$ cat config.mk
export PLATFORM = sky130hd
export DESIGN_NAME = clock_set_ctrl
export DESIGN_NICKNAME = d
export VERILOG_FILES = /design/src/rtl/clock_pkg.sv /design/src/rtl/key_pulse.sv /design/src/rtl/clock_set_ctrl.sv
export SDC_FILE = /design/constraint.sdc
export NUM_CORES = 1
export LEC_CHECK = 0
export ABC_CLOCK_PERIOD_IN_PS = 2000
export CORE_MARGIN = 3
export CORE_UTILIZATION = 30
export DETAILED_ROUTE_END_ITERATION = 12
export GPL_TIMING_DRIVEN = 1
export PLACE_DENSITY = 0.55
export SLEW_MARGIN = 25
export SYNTH_ARGS = -nofsm -noshare
export SYNTH_HDL_FRONTEND = slang
export SYNTH_SLANG_ARGS = --single-unit
$ cat constraint.sdc
create_clock -name CP -period 2 [get_ports CP]
set_input_delay 0.5 -clock CP [delete_from_list [all_inputs] [get_ports CP]]
set_output_delay 0.5 -clock CP [all_outputs]
set_load 0.1 [all_outputs]
$ cat src/rtl/clock_pkg.sv
// Shared definitions for the digital clock time-setting logic.
// Holds the controller state encodings, display blank bit positions and small
// decode helpers used by the set controller.
package clock_pkg;

  localparam int MODE_W = 2;

  typedef enum logic [MODE_W-1:0] {
    RUN     = 2'd0,
    SET_HR  = 2'd1,
    SET_MIN = 2'd2,
    SET_SEC = 2'd3
  } mode_t;

  // Bit positions inside the {hr,min,sec} blank mask
  localparam int BLANK_SEC = 0;
  localparam int BLANK_MIN = 1;
  localparam int BLANK_HR  = 2;

  // One-hot mask of the field edited in a given state (zero in RUN)
  function automatic logic [2:0] field_mask(input mode_t m);
    logic [2:0] mask;
    mask = 3'b000;
    case (m)
      SET_HR:  mask[BLANK_HR]  = 1'b1;
      SET_MIN: mask[BLANK_MIN] = 1'b1;
      SET_SEC: mask[BLANK_SEC] = 1'b1;
      default: mask = 3'b000;
    endcase
    return mask;
  endfunction

  // Mode button advances RUN -> SET_HR -> SET_MIN -> SET_SEC -> RUN
  function automatic mode_t next_mode(input mode_t m);
    mode_t n;
    case (m)
      RUN:     n = SET_HR;
      SET_HR:  n = SET_MIN;
      SET_MIN: n = SET_SEC;
      default: n = RUN;
    endcase
    return n;
  endfunction

endpackage

$ cat src/rtl/key_pulse.sv
// Button edge detector with optional hold-to-repeat.
// Auto-repeat is built only when CLOCK_SET_AUTOREPEAT_EN is defined; otherwise
// rpt is tied low and the repeat parameters have no effect.
// The repeat counter assumes REPEAT_CYCLES <= HOLD_CYCLES.
module key_pulse #(
  parameter int HOLD_CYCLES   = 25_000_000,
  parameter int REPEAT_CYCLES = 5_000_000
) (
  input  logic clk,
  input  logic srst,
  input  logic btn,
  input  logic allow,
  input  logic clear,
  output logic press,
  output logic rpt
);

  logic prev_reg;

  // Previous button level; reset high so a button held through reset is not an edge
  always_ff @(posedge clk) begin
    if (srst) prev_reg <= 1'b1;
    else      prev_reg <= btn;
  end

  assign press = btn & ~prev_reg;

`ifdef CLOCK_SET_AUTOREPEAT_EN
  localparam int CW = $clog2(HOLD_CYCLES + 1);

  logic [CW-1:0] rpt_cnt_reg;
  logic          held;

  // Held means still pressed after the edge cycle, in a field that allows repeat
  assign held = btn & prev_reg & allow;
  assign rpt  = held & (rpt_cnt_reg == CW'(HOLD_CYCLES - 1));

  // Counts held cycles; after a repeat it reloads so the next one is REPEAT_CYCLES away
  always_ff @(posedge clk) begin
    if (srst || !held || clear) rpt_cnt_reg <= '0;
    else if (rpt)               rpt_cnt_reg <= CW'(HOLD_CYCLES - REPEAT_CYCLES);
    else                        rpt_cnt_reg <= rpt_cnt_reg + 1'b1;
  end
`else
  logic unused_cfg;

  assign rpt        = 1'b0;
  assign unused_cfg = allow ^ clear ^ (HOLD_CYCLES > 0) ^ (REPEAT_CYCLES > 0);
`endif

endmodule

$ cat src/rtl/clock_set_ctrl.sv
// Time-setting and run-mode controller for the digital clock.
// Turns debounced mode/inc buttons into field count enables, manual increment
// and clear pulses, an idle timeout back to RUN and the display blink mask.
// Optional hold-to-repeat on inc is enabled by CLOCK_SET_AUTOREPEAT_EN.
module clock_set_ctrl
  import clock_pkg::*;
#(
  parameter int TIMEOUT_S     = 10,
  parameter int HOLD_CYCLES   = 25_000_000,
  parameter int REPEAT_CYCLES = 5_000_000
) (
  input  logic              CP,
  input  logic              reset,
  input  logic              tick_1hz,
  input  logic              btn_mode,
  input  logic              btn_inc,
  input  logic              sec_max,
  input  logic              min_max,
  output logic              sec_en,
  output logic              min_en,
  output logic              hr_en,
  output logic              min_inc,
  output logic              hr_inc,
  output logic              sec_clr,
  output logic [MODE_W-1:0] mode,
  output logic [2:0]        blank
);

  localparam int IW = $clog2(TIMEOUT_S + 1);

  mode_t         state_reg;
  logic [IW-1:0] idle_reg;
  logic          blink_ph;
  logic          mode_edge;
  logic          mode_rpt;
  logic          inc_edge;
  logic          inc_rpt;
  logic          inc_pulse;
  logic          rpt_allow;
  logic          expire;

  assign rpt_allow = (state_reg == SET_HR) || (state_reg == SET_MIN);
  assign inc_pulse = inc_edge | inc_rpt;
  assign expire    = (idle_reg == IW'(TIMEOUT_S));
  assign mode      = state_reg;

  key_pulse #(
    .HOLD_CYCLES   (HOLD_CYCLES),
    .REPEAT_CYCLES (REPEAT_CYCLES)
  ) u_mode_key (
    .clk   (CP),
    .srst  (reset),
    .btn   (btn_mode),
    .allow (1'b0),
    .clear (1'b0),
    .press (mode_edge),
    .rpt   (mode_rpt)
  );

  key_pulse #(
    .HOLD_CYCLES   (HOLD_CYCLES),
    .REPEAT_CYCLES (REPEAT_CYCLES)
  ) u_inc_key (
    .clk   (CP),
    .srst  (reset),
    .btn   (btn_inc),
    .allow (rpt_allow),
    .clear (mode_edge),
    .press (inc_edge),
    .rpt   (inc_rpt)
  );

  logic unused_mode_rpt;
  assign unused_mode_rpt = mode_rpt;

  // Mode FSM with registered enables, pulses, idle timeout and blink mask
  always_ff @(posedge CP) begin
    if (reset) begin
      state_reg <= RUN;
      idle_reg  <= '0;
      blink_ph  <= 1'b0;
      sec_en    <= 1'b0;
      min_en    <= 1'b0;
      hr_en     <= 1'b0;
      min_inc   <= 1'b0;
      hr_inc    <= 1'b0;
      sec_clr   <= 1'b0;
      blank     <= 3'b000;
    end else begin
      sec_en  <= 1'b0;
      min_en  <= 1'b0;
      hr_en   <= 1'b0;
      min_inc <= 1'b0;
      hr_inc  <= 1'b0;
      sec_clr <= 1'b0;
      if (state_reg == RUN) begin
        // Normal running: cascade enables, inc ignored
        sec_en   <= tick_1hz;
        min_en   <= tick_1hz & sec_max;
        hr_en    <= tick_1hz & sec_max & min_max;
        idle_reg <= '0;
        blink_ph <= 1'b0;
        blank    <= 3'b000;
        if (mode_edge) state_reg <= SET_HR;
      end else if (mode_edge) begin
        // Mode wins over a same-cycle inc edge and over timeout expiry
        state_reg <= next_mode(state_reg);
        idle_reg  <= '0;
        blink_ph  <= 1'b0;
        blank     <= 3'b000;
      end else if (!inc_pulse && expire) begin
        state_reg <= RUN;
        idle_reg  <= '0;
        blink_ph  <= 1'b0;
        blank     <= 3'b000;
      end else begin
        if (inc_pulse) begin
          idle_reg <= '0;
          case (state_reg)
            SET_HR:  hr_inc  <= 1'b1;
            SET_MIN: min_inc <= 1'b1;
            SET_SEC: sec_clr <= 1'b1;
            default: ;
          endcase
        end else if (tick_1hz) begin
          idle_reg <= idle_reg + 1'b1;
        end
        if (tick_1hz) begin
          blink_ph <= ~blink_ph;
          blank    <= blink_ph ? 3'b000 : field_mask(state_reg);
        end
      end
    end
  end

endmodule

==> results of run 1 <==
-- tightest hold or removal path: stages, from the launching register on --
cell and delay (ps):
dfxtp_1 340, nand3_1 70, a21oi_1 50
-- Yosys cell counts --
library cell  count
nor2b_4           1
nor2b_1           5
or4_4             1
o2111ai_1         1
and2_1            4
nand3_1           1
nand2_1           2
o311ai_1          1
and4_2            1
xor2_1            1
dfxtp_1          18
inv_1             5
nor3_1            3
a21oi_1           5
xnor2_1           2
and3_1            2
a2111oi_4         1
nand2b_1          2
nand3b_1          2
nand4_1           1
ha_1              7
nor2_1            7
or2_2             3
buf_2             1
nor4_1            2
-- report_power, final --
| part | switching, mW | total [mW] | leakage [nW] | internal, mW |
|---|---|---|---|---|
| clock network | 0.112 | 0.223 | 0.0210 | 0.111 |
| registers | 0.00478 | 0.370 | 0.147 | 0.365 |
| logic | 0.0515 | 0.0865 | 0.257 | 0.0350 |
-- metal layers --
layer  track usage, %  up-vias  routed length (um)
met3             4.30        4                  82
li1                 -      318                   -
met2             14.4       14                 616
met1             12.1      263                 689
met4             3.97        0                  30
met5                0        -                   0
-- cell families (layout without fill, tap and decap cells) --
group	count (synthesis)	count (layout)	synth area share [%]
xor gates and xnor gates	3	3	3.32
AOI/OAI and AO/OA	8	8	8.86
and+or+nand+nor	37	37	28.2
buffers and inverters	6	29	3.01
DFF	18	18	45.6
adders and majority gates	7	7	11.1
-- per-stage QoR --
| step | utilization (%) | cells |
|---|---|---|
| final | 44.5 | 130 |
| after global routing | 44.5 | 130 |
| after CTS | 44.5 | 130 |
| after detailed placement | 42.9 | 126 |
| after global placement | 42.9 | 126 |
| after floorplan | - | 79 |
-- placed cells by master (no fill, tap or decap) --
cell,instances
buf_4,12
xnor2_1,2
nand3_1,1
o311ai_1,1
ha_1,7
and3_1,2
or2_2,3
nor3_1,3
nor2b_4,1
buf_12,2
nand4_1,1
a2111oi_4,1
and4_2,1
o2111ai_1,1
clkbuf_8,1
nor2b_1,5
clkdlybuf4s50_1,6
dfxtp_2,2
clkbuf_4,3
a21oi_1,5
nand2_1,2
nor4_1,2
dfxtp_1,16
xor2_1,1
nor2_1,7
nand2b_1,2
or4_4,1
inv_1,5
and2_1,4
nand3b_1,2
-- cell type report --
cell class | instances | share of cell area [%]
Timing Repair Buffer | 20 | 18.1
Clock buffer | 4 | 3.46
Multi-Input combinational cell | 55 | 38.7
Tap cell | 28 | 3.34
Sequential cell | 18 | 34.6
Inverter | 5 | 1.79
-- worst paths after layout --
| kind | cells past startpoint | from | end | slack (ps) |
|---|---|---|---|---|
| setup / recovery | 4 | mode[0]$_SDFFE_PP0P_ | idle_reg[1]$_SDFFE_PP0P_ | 330 |
| hold reg to reg | 2 | idle_reg[3]$_SDFFE_PP0P_ | idle_reg[3]$_SDFFE_PP0P_ | 500 |
| setup reg to reg | 4 | mode[0]$_SDFFE_PP0P_ | idle_reg[1]$_SDFFE_PP0P_ | 330 |
| hold / removal | 2 | idle_reg[3]$_SDFFE_PP0P_ | idle_reg[3]$_SDFFE_PP0P_ | 500 |
==> qor.csv, run 1 <==
metric,value,unit
p_per_area,648,nW/um2
crit_family,simple AND/OR/NAND/NOR gates,
pre_cts_ws,51.2,ps
seq_area,363,um2
grt_pass1_wl,2.42,mm
cp_max_fo,5,
hold_buffers,0,
ant_nets,0,
grtUsageTotal,9.65,%
grt-ovfl-total,0,
worstPathCellList,inv_1 -> ha_1 -> or4_4 -> a2111oi_4,
grt_max_degree,11,
clockRootBuffer,clkbuf_4,
clkLatencyLatePin,290,ps
core_area,2360,um2
synthesis.nets,93,
num_vias,599,
row_count,17,
yosysSeqAreaShare,45.6,%
netlist_instances,79,
peakVddDrop,0.391,mV
cts_setup_buffers,0,
multi_input_area,407,um2
yosysTopAreaCell,dfxtp_1,
worst_slack,329,ps
hold_viol,0,
ys_top_cells_by_area,"dfxtp_1 46%, ha_1 11%, nor2b_1 4.0%, a2111oi_4 3.5%, nor2_1 3.3%",
p_leak,0.425,nW
cp_slowest_cell,or4_4,
drt_wl_total,1.42,mm
wire_per_inst,10.9,um
worstPathArrival,1870,ps
clock_path_buffers,2,
status,"finished, final reports clean",
crit_type,flop to flop,
place_area,1010,um2
die_x,57.3,um
cap_violations,0,
cpPeakStageDelay,580,ps
largest_reg_flops,4,
nets,117,
cp.required,2200,ps
area_growth,32.8,%
syn-cell-area,791,um2
grt_pass1_vias,558,
clk_pin_slew_worst_paths,100,ps
ys_warn_count,0,
cts-htree-levels,1,
dieArea,3290,um2
finalCritPeriodShare,83.5,%
min_path_type,flop to flop,
final.setup.tns,0,ps
crit_buf_inv,1,
drc,0,
yosysTopAreaCellShare,45.6,%
io_buffers,17,
cts_buffers,3,
slew_headroom,70.5,%
hpwl,1.11,mm
total_power,0.680,mW
diodes,0,
via_per_inst,4.61,
rsz0062_at_grt,no,
synth_cell_types,25,
max_freq,0.599,GHz
drt-pass1-iter-count,4,
drtIter0Drc,10,
drive_gt1_share,26.5,%
final_cell_area,1050,um2
ios,18,
die_h,57.3,um
cts_tree,built,
whs,497,ps
min_period,1670,ps
grt_antenna_before_repair,0,
ys_ff_latch,18,
finalWeightedCongestion,0.837,
fillers,233,
tightest_slew,442,ps
cts-resized-gates,0,
cts.sink_count,18,
setup_violations,0,
finClkSkew,0.986,ps
cp-start-kind,flop,
start_util,33.5,%
endpoint_kind,flop,
slew_viol_final,0,
avgSynthCellArea,10.0,um2
Power figures use the tool's default switching activity.
==> run 2, diff against run 1 <==
ABC_CLOCK_PERIOD_IN_PS = 1700   (was 2000)
clock period = 1.7 ns   (was 2 ns; I/O delays follow)
==> run 2 against run 1 <==
Highest routed layer unchanged. Critical path depth unchanged. Sequential share of layout area decreased by 4.2 points. Register-to-register slack got worse by 170 ps. Non-clock buffer count increased by 4. Via count increased by 2.0%. Final cell count increased by 3.1%. Worst hold slack got worse by 2.4 ps. Critical endpoint unchanged. Largest cell class unchanged. Wire length is 1.8% lower.
==> qor.csv, run 2 (synthesis gave the netlist of run 1 again) <==
metric,value,unit,change
clkLatencyLatePin,290,ps,about the same
setup_violations,0,,unchanged
grt_antenna_before_repair,0,,unchanged
drive_gt1_share,32.1,%,+5.6 points
utilization,51.4,%,+6.9 points
finalWeightedCongestion,0.782,,-6.6%
finalCritPeriodShare,92.0,%,
endpoint_kind,flop,,
p_leak,0.474,nW,+11%
drtIter0Drc,8,,-2
max_freq,0.639,GHz,
die_x,57.3,um,unchanged
drt-pass1-iter-count,4,,unchanged
instances_no_fill,134,,+3.1%
cp.required,1900,ps,-300 ps
ant_nets,0,,unchanged
area_growth,53.3,%,
cts_tree,built,,
nets,121,,+3.4%
drc,0,,unchanged
cp_max_fo,4,,-1
clockRootBuffer,clkbuf_4,,
core_area,2360,um2,unchanged
finClkSkew,3.65,ps,+2.66 ps
final_common_cell,dfxtp_1,,
status,"finished, final reports clean",,
ios,18,,unchanged
final.setup.tns,0,ps,unchanged
grt-ovfl-total,0,,unchanged
worst_slack,136,ps,-193 ps
pre_cts_ws,-177,ps,-228 ps
grt_max_degree,11,,unchanged
tightest_slew,286,ps,-156 ps
cts.sink_count,18,,unchanged
clock_path_buffers,2,,unchanged
hold_buffers,0,,unchanged
final_cell_mix,"16 x dfxtp_1, 11 x buf_12, 7 x nor2_1, 7 x buf_4",,
cap_violations,0,,unchanged
dieArea,3290,um2,unchanged
via_per_inst,4.56,,-1.0%
rsz0062_at_grt,no,,
wire_per_inst,10.4,um,-4.8%
grtUsageTotal,9.60,%,-0.051 points
min_path_type,flop to flop,,
grt_pass1_wl,2.46,mm,+1.7%
row_count,17,,unchanged
p_per_area,667,nW/um2,+3.0%
drt_wl_total,1.39,mm,-1.8%
diodes,0,,unchanged
cts_setup_buffers,0,,unchanged
io_buffers,17,,unchanged
peakVddDrop,0.410,mV,+4.7%
largest_reg_flops,4,,unchanged
min_period,1560,ps,
cts-htree-levels,1,,unchanged
hpwl,1.15,mm,+3.3%
clk_pin_slew_worst_paths,100,ps,about the same
crit_type,primary input to flop,,
dp_cells,130,,+3.2%
die_h,57.3,um,unchanged
worstPathArrival,1760,ps,-110 ps
cp-start-kind,primary input,,
whs,495,ps,-2.39 ps
num_vias,611,,+2.0%
final_cell_area,1210,um2,+15%
cts_buffers,3,,unchanged
slew_viol_final,0,,unchanged
cts-resized-gates,0,,unchanged
hold_viol,0,,unchanged
grt_pass1_vias,598,,+7.2%
place_area,1180,um2,+16%
total_power,0.809,mW,+19%
slew_headroom,80.9,%,+10 points
start_util,33.5,%,unchanged
## run 2: cell types whose count changed in the layout (fill, tap and decap cells not counted)
cell,delta
ha_4,+1
inv_4,+1
buf_12,+9
dfxtp_4,+2
inv_1,-2
dfxtp_2,-2
ha_1,-1
buf_4,-5
inv_2,+1
## run 2: final cells by class
type / instances / area (um2)
timing repair buffer: 24 / 333
clock buffer: 4 / 36.3
multi-input combinational: 55 / 419
fill: 218 / 1150
sequential: 18 / 368
inverter: 5 / 21.3
tap: 28 / 35.0
## run 2: critical path, stage by stage
cell and delay, ps:
clkdlybuf4s50_1 410, nor2b_4 130, or4_4 520, a2111oi_4 270
## run 2: layer usage
layer  global-route usage (%)  part of all wire (%)
met1                     11.4                    45
met2                     15.6                    48
met3                     4.07                   5.2
met4                     2.98                   1.0
met5                        0                     0
## run 2: where the power goes
| part | internal [mW] | switching, mW | leakage [nW] |
|---|---|---|---|
| Clock | 0.130 | 0.126 | 0.0210 |
| Sequential | 0.427 | 0.00814 | 0.148 |
| Combinational | 0.0548 | 0.0625 | 0.305 |
| Total | 0.613 | 0.196 | 0.474 |
## run 2: final timing paths
path / to / slack, ps / cells after the start / startpoint
worst min-delay path: idle_reg[3]$_SDFFE_PP0P_ / 490 / 2 / idle_reg[3]$_SDFFE_PP0P_
worst max register to register: idle_reg[1]$_SDFFE_PP0P_ / 160 / 4 / mode[1]$_SDFFE_PP0P_
worst min register to register: idle_reg[3]$_SDFFE_PP0P_ / 490 / 2 / idle_reg[3]$_SDFFE_PP0P_
worst max-delay path: idle_reg[1]$_SDFFE_PP0P_ / 140 / 4 / btn_inc
